$ cat config.mk
export PLATFORM = sky130hd
export DESIGN_NAME = fetch_stage
export DESIGN_NICKNAME = d
export VERILOG_FILES = /design/src/rtl/fetch_stage.sv
export SDC_FILE = /design/constraint.sdc
export NUM_CORES = 1
export LEC_CHECK = 0
export ABC_AREA = 1
export ABC_CLOCK_PERIOD_IN_PS = 2300
export CORE_MARGIN = 3
export CORE_UTILIZATION = 40
export DETAILED_ROUTE_END_ITERATION = 6
export PLACE_DENSITY = 0.72
export SYNTH_ARGS = -nofsm -noshare
export SYNTH_HDL_FRONTEND = slang
export SYNTH_SLANG_ARGS = --single-unit
export TNS_END_PERCENT = 50
$ cat constraint.sdc
create_clock -name Clk -period 2.3 [get_ports Clk]
set_clock_uncertainty 0.05 [all_clocks]
set_input_delay 0.345 -clock Clk [delete_from_list [all_inputs] [get_ports Clk]]
set_output_delay 0.345 -clock Clk [all_outputs]
set_load 0.01 [all_outputs]
$ cat src/rtl/fetch_stage.sv
// Instruction fetch stage and IF/ID pipeline register: owns the PC, splits
// two-word instructions into two beats and injects the interrupt slot.
module fetch_stage #(
    parameter int               PC_W     = 32,
    parameter logic [PC_W-1:0]  RESET_PC = 32'h0000_0000,
    parameter logic [PC_W-1:0]  INT_PC   = 32'h0000_0002
) (
    input  logic             Clk,
    input  logic             Rst,
    input  logic [15:0]      InstrData,
    input  logic [15:0]      InPort,
    input  logic             IntReq,
    input  logic             Stall,
    input  logic             Flush,
    input  logic             BranchTaken,
    input  logic [PC_W-1:0]  BranchTarget,
    output logic [PC_W-1:0]  InstrAddr,
    output logic [68:0]      Out
);

    // The interrupt slot is a one-edge action taken from RUN that always
    // returns to RUN, so it needs no state of its own in the register.
    typedef enum logic {
        ST_RUN,
        ST_IMM
    } state_t;

    typedef enum logic [1:0] {
        ACT_SQUASH,
        ACT_HOLD,
        ACT_INJECT,
        ACT_FETCH
    } act_t;

    state_t           state_q, state_d;
    act_t             act;
    logic [PC_W-1:0]  pc_q, pc_d, pc_inc;
    logic             int_pend_q, int_pend_d;
    logic [68:0]      out_q, out_d;

    assign pc_inc    = pc_q + 1'b1;
    assign InstrAddr = pc_q;
    assign Out       = out_q;

    // Per-edge priority: squash/redirect, then stall, then interrupt at an
    // instruction boundary, then a normal fetch.
    always_comb begin
        // NOTE: default first so every path assigns act and no latch is inferred.
        act = ACT_FETCH;
        if (Flush || BranchTaken)
            act = ACT_SQUASH;
        else if (Stall)
            act = ACT_HOLD;
        else if (state_q == ST_RUN && int_pend_q)
            act = ACT_INJECT;
    end

    // Next-state logic.
    always_comb begin
        state_d = state_q;
        case (act)
            ACT_SQUASH: state_d = ST_RUN;
            ACT_HOLD:   state_d = state_q;
            ACT_INJECT: state_d = ST_RUN;
            ACT_FETCH:  state_d = (state_q == ST_RUN && InstrData[0]) ? ST_IMM : ST_RUN;
        endcase
    end

    // Output / datapath logic: next PC, next bundle, pending interrupt.
    always_comb begin
        pc_d       = pc_q;
        out_d      = out_q;
        int_pend_d = int_pend_q | IntReq;
        case (act)
            ACT_SQUASH: begin
                out_d = '0;
                if (BranchTaken)
                    pc_d = BranchTarget;
            end
            ACT_HOLD: begin
                pc_d  = pc_q;
                out_d = out_q;
            end
            ACT_INJECT: begin
                out_d      = {InPort, pc_q, 16'h0000, 1'b1, 1'b1, 1'b0, 2'b00};
                pc_d       = INT_PC;
                int_pend_d = IntReq;
            end
            ACT_FETCH: begin
                out_d = {InPort, pc_inc, InstrData, 1'b0, 1'b1,
                         (state_q == ST_IMM), 2'b00};
                pc_d  = pc_inc;
            end
        endcase
    end

    // State register.
    always_ff @(posedge Clk or negedge Rst) begin
        if (!Rst) begin
            // NOTE: the bundle register is reset as well, so decode never sees a stale valid beat.
            state_q    <= ST_RUN;
            pc_q       <= RESET_PC;
            int_pend_q <= 1'b0;
            out_q      <= '0;
        end else begin
            // NOTE: non-blocking assignments so every register samples pre-edge values.
            state_q    <= state_d;
            pc_q       <= pc_d;
            int_pend_q <= int_pend_d;
            out_q      <= out_d;
        end
    end

endmodule

* Word level (Yosys, flattened, before mapping)
Cells that the tools add are included.
** Storage, ports and cells
- Register bits after elaboration :: 103
- Input bits :: 70
- Output and inout bits :: 101
- Word-level logic and storage cells :: 27
** Operators by class
- Add/subtract/negate cells :: 1
- Equality and inequality tests :: 4
- Muxes and demuxes :: 9
- Bitwise gates (word level) :: 3
- Reduce and logical (&&, ||, !) cells :: 6
** Operators by type and width (count)
- $pmux 69 s3 :: 1
- $pmux 32 s3 :: 1
- $add 32x1->32 const B :: 1
- $mux 32 :: 1
- $eq 2x2->1 const B :: 2
- $mux 2 :: 2
- $mux 1 :: 3
- $eq 2x1->1 const B :: 1
- $logic_and 1x1->1 :: 2
- $logic_not 2->1 :: 1
- $ne 2x2->1 const B :: 1
- $not 1->1 :: 2
- $pmux 1 s2 :: 1
- $reduce_and 2->1 :: 1
- $reduce_or 2->1 :: 1
- $logic_or 1x1->1 :: 1
- $or 1x1->1 :: 1

* Longest topological paths before layout
- Word-level depth :: 8
- Mapped depth :: 9

* Worst setup path before layout
OpenSTA, ideal clock, no wires.
- Path kind :: register to register
- Start point :: reg pc_q[0] (netlist: InstrAddr[0])
- End point :: reg out_q[37] (netlist: Out[37])
- Arrival :: 1.377 ns
- Path slack :: 0.747 ns
- Cell stages (with the launch flop) :: 9
- Cell sequence :: dfrtp_1 -> ha_1 -> nand2_1 -> nor2_1 -> nand2_1 -> nor2_1 -> or2_2 -> nand3_1 -> nand3_1
** Between the ends
- Longest elaborated chain between the ends :: 2
** RTL lines
- start: declaration :: RTL line 37 : logic [PC_W-1:0] pc_q, pc_d, pc_inc;
- start signal: assignment :: RTL line 108 : pc_q <= pc_d;
- $add 32x1->32 :: RTL line 41 : assign pc_inc = pc_q + 1'b1;
- $pmux 69 s3 :: RTL line 74 : case (act)
- end signal: assignment :: RTL line 110 : out_q <= out_d;
- end: declaration :: RTL line 39 : logic [68:0] out_q, out_d;
Every way passes these cells. The select of a mux whose other input is x is not followed.
A chain may end at the register's enable or synchronous reset.

* Worst setup path in the final report
- Start point :: reg pc_q[0] (netlist: InstrAddr[0])
- End point :: reg pc_q[16] (netlist: InstrAddr[16])
** Between the ends
- Longest elaborated chain between the ends :: 2
** RTL lines (RTL line)
- $add 32x1->32 :: 41
- $pmux 32 s3 :: 74
Every way passes these cells.

==> results.sh <==
export IMPL_outcome="completed"
export IMPL_tritoncts="yes"
export IMPL_final_antenna_net_count=0
export IMPL_cap_violations=0
export IMPL_critPathBufInv=0
export IMPL_route_detailed_drc=0
export IMPL_synth_compound_area_share_pct=15.0
export IMPL_leakage_uw=0.00321
export IMPL_core_area_um2=12100
export IMPL_syn_area_um2=4970
export IMPL_holdWs_ps=428
export IMPL_critical_path_top_delay_family="simple AND/OR/NAND/NOR gates"
export IMPL_crit_path_max_incr_delay_ps=480
export IMPL_slew_viol_final=0
export IMPL_syn_avg_cell_area_um2=8.10
export IMPL_hold_violations=0
export IMPL_antenna_found_initial=0
export IMPL_tns_ps=0
export IMPL_synth_mux_area_share_pct=0
export IMPL_wl_per_cell_um=17.1
export IMPL_ir_drop_mv=0.278
export IMPL_clkLatencyLatePin_ps=350
export IMPL_endpoint_kind="register"
export IMPL_port_buffers=168
export IMPL_synth_top_area_share_pct=50.8
export IMPL_cp_start_kind="register"
export IMPL_synth_area_leaders="dfrtp_1 51%, nand2_1 14%, nand3_1 6.9%, nor2_1 4.7%, o21ai_0 4.0%"
export IMPL_num_vias=5052
export IMPL_hold_path_class="reg -> reg"
export IMPL_use_met1_pct=32.2
export IMPL_cts_htree_levels=3
export IMPL_rows=40
export IMPL_cp_max_fo=6
export IMPL_cts_max_path_buffers=2
export IMPL_drt_first_iter_violations=551
export IMPL_period_share_pct=88.8
export IMPL_synth_top_family_by_area="simple AND/OR/NAND/NOR gates"
export IMPL_ys_seq_area_share_pct=50.8
export IMPL_grt_pass1_wl_um=27100
export IMPL_busiest_layer="met2"
export IMPL_slowest_stage="dfrtp_1"
export IMPL_grtUsageMet2_pct=40.0
export IMPL_layout_setup_ws_ps=258
export IMPL_yosysTopAreaCell="dfrtp_1"
export IMPL_track_usage_pct=24.3
export IMPL_start_util_pct=41.2
export IMPL_grt_max_degree=45
export IMPL_drive_above_1_share_pct=6.10
export IMPL_gp_congestion=0.956
export IMPL_powerDensity_nw_per_um2=615
export IMPL_synth_fa_ha_area_share_pct=0.252
export IMPL_synthXorXnorAreaFrac_pct=0
export IMPL_dieWidth_um=117
export IMPL_area_growth_pct=44.9
export IMPL_synthCells=614
export IMPL_boundaryPins=171
export IMPL_slew_headroom_pct=59.8
export IMPL_design_area_um2=7200
export IMPL_synth_seq_cells=101
export IMPL_rsz0062_at_grt="no"
export IMPL_cts_root_buf="clkbuf_16"
export IMPL_hpwl_um=11700
export IMPL_placed_area_um2=6870
export IMPL_gr_usage_met3_pct=3.60
export IMPL_die_area_um2=13800
export IMPL_postLayoutCoreUtil_pct=59.7
export IMPL_cts_made_buffers=9
export IMPL_pre_cts_slack_ps=158
export IMPL_dr_pass1_iters=5
export IMPL_ys_warn_count=0
export IMPL_fill_cells=1067
export IMPL_diodes=0
export IMPL_finalSetupViolCount=0
export IMPL_tightest_slew_ps=603
export IMPL_grt_pass1_vias=5091
export IMPL_path_clk_slew_ps=70
export IMPL_cts_setup_buffers=0
export IMPL_wl_um=16400
export IMPL_path_class="reg -> reg"
export IMPL_cts_sinks=101
export IMPL_grt_overflow_total=0
export IMPL_synth_simple_area_share_pct=28.0
export IMPL_fin_crit_ps=2040
export IMPL_timing_fmax_mhz=490
export IMPL_crit_path_cell_trace="ha_1 -> nand2_1 -> nor2_1 -> nand2_1 -> nor2_1 -> or2_2 -> nand3_1 -> a21oi_1"
export IMPL_ys_types=25
export IMPL_cp_arrival_ps=2260
export IMPL_die_h_um=117
export IMPL_num_nets_final=854
export IMPL_cp_data_required_time_ps=2520
export IMPL_drt_vias_per_instance=5.29
[state kept, by name, summed over array words and instances (netlist names)]
register	count
InstrAddr	32
Out	67
int_pend_q	1
state_q	1
[power breakdown]
| group | internal [µW] | leakage, µW | total [µW] | switching (µW) |
|---|---|---|---|---|
| Combinational | 401 | 0.00174 | 792 | 391 |
| Sequential | 1880 | 0.00131 | 2020 | 143 |
| Clock | 961 | 0.000158 | 1620 | 658 |
| Total | 3240 | 0.00321 | 4430 | 1190 |
[tightest hold or removal path: cells and delay by family (launching register included)]
| family | cells | cell delay (ps) |
|---|---|---|
| AND/OR/NAND/NOR | 2 | 100 |
| flip-flops | 1 | 340 |
[area by class of cell]
class	count	area (µm²)	share of cell area (%)
Clock buffer	13	280	3.89
Clock inverter	2	38.8	0.538
Inverter	42	158	2.19
Multi-Input combinational cell	446	2160	29.9
Sequential cell	101	2530	35.1
Tap cell	168	210	2.92
Timing Repair Buffer	183	1830	25.4
[synth_stat cells]
library cell / instances
a21oi_1: 24
a22o_1: 16
a22oi_1: 12
buf_2: 8
buf_4: 3
buf_6: 2
clkbuf_1: 13
clkinv_1: 1
conb_1: 1
dfrtp_1: 101
ha_1: 1
inv_1: 39
inv_2: 2
nand2_1: 179
nand2_2: 1
nand2_4: 1
nand3_1: 69
nor2_1: 62
nor2_2: 3
nor2_4: 3
nor2_8: 2
o211ai_1: 24
o21ai_0: 40
o21bai_1: 2
or2_2: 5
[kinds of logic (layout without fill, tap and decap cells)]
| family | count (synthesis) | in the layout |
|---|---|---|
| buf+inv | 68 | 240 |
| fa+ha+maj | 1 | 1 |
| simple gates | 325 | 325 |
| other cells | 1 | 2 |
| flops | 101 | 101 |
| compound gates | 118 | 118 |
[per-layer routing]
metal  vias to the layer above  wire, µm
met5                         -         0
met4                         0       458
met3                        37      1120
met2                       223      7930
met1                      2407      6850
li1                       2385         -
[final timing paths]
path / startpoint / to / slack [ps] / depth (start not counted)
setup reg to reg: InstrAddr[0] / InstrAddr[16] / 260 / 8
hold reg to reg: Out[56] / Out[56] / 430 / 2
setup / recovery: InstrAddr[0] / InstrAddr[16] / 260 / 8
min in group asynchronous: Rst / Out[16] / 500 / 2
max in group asynchronous: Rst / Out[46] / 1050 / 3
hold / removal: Out[56] / Out[56] / 430 / 2
[through the flow]
step                      instances  power (µW)
after floorplan                 615        2340
after global placement          939        2820
final                           955        4430
after detailed placement        939        2840
after CTS                       955        4460
after global routing            955        4630
[cells in the final DEF (no fill, tap or decap), types with 4 or more instances in the layout]
cell,Yosys,final
nor2_1,62,62
dfrtp_1,101,101
a22oi_1,12,12
inv_1,39,38
o21ai_0,40,40
a22o_1,16,16
a21oi_1,24,24
clkdlybuf4s50_1,0,167
clkbuf_8,0,4
clkbuf_16,0,9
nand2_1,179,179
o211ai_1,24,24
or2_2,5,5
buf_4,3,12
nand3_1,69,69
[what timing repair did]
item                                   CTS  global route
resized for setup                        0             0
hold buffers                             1             0
endpoints found under the hold margin   41             0
(Power assumes the default switching activity.)
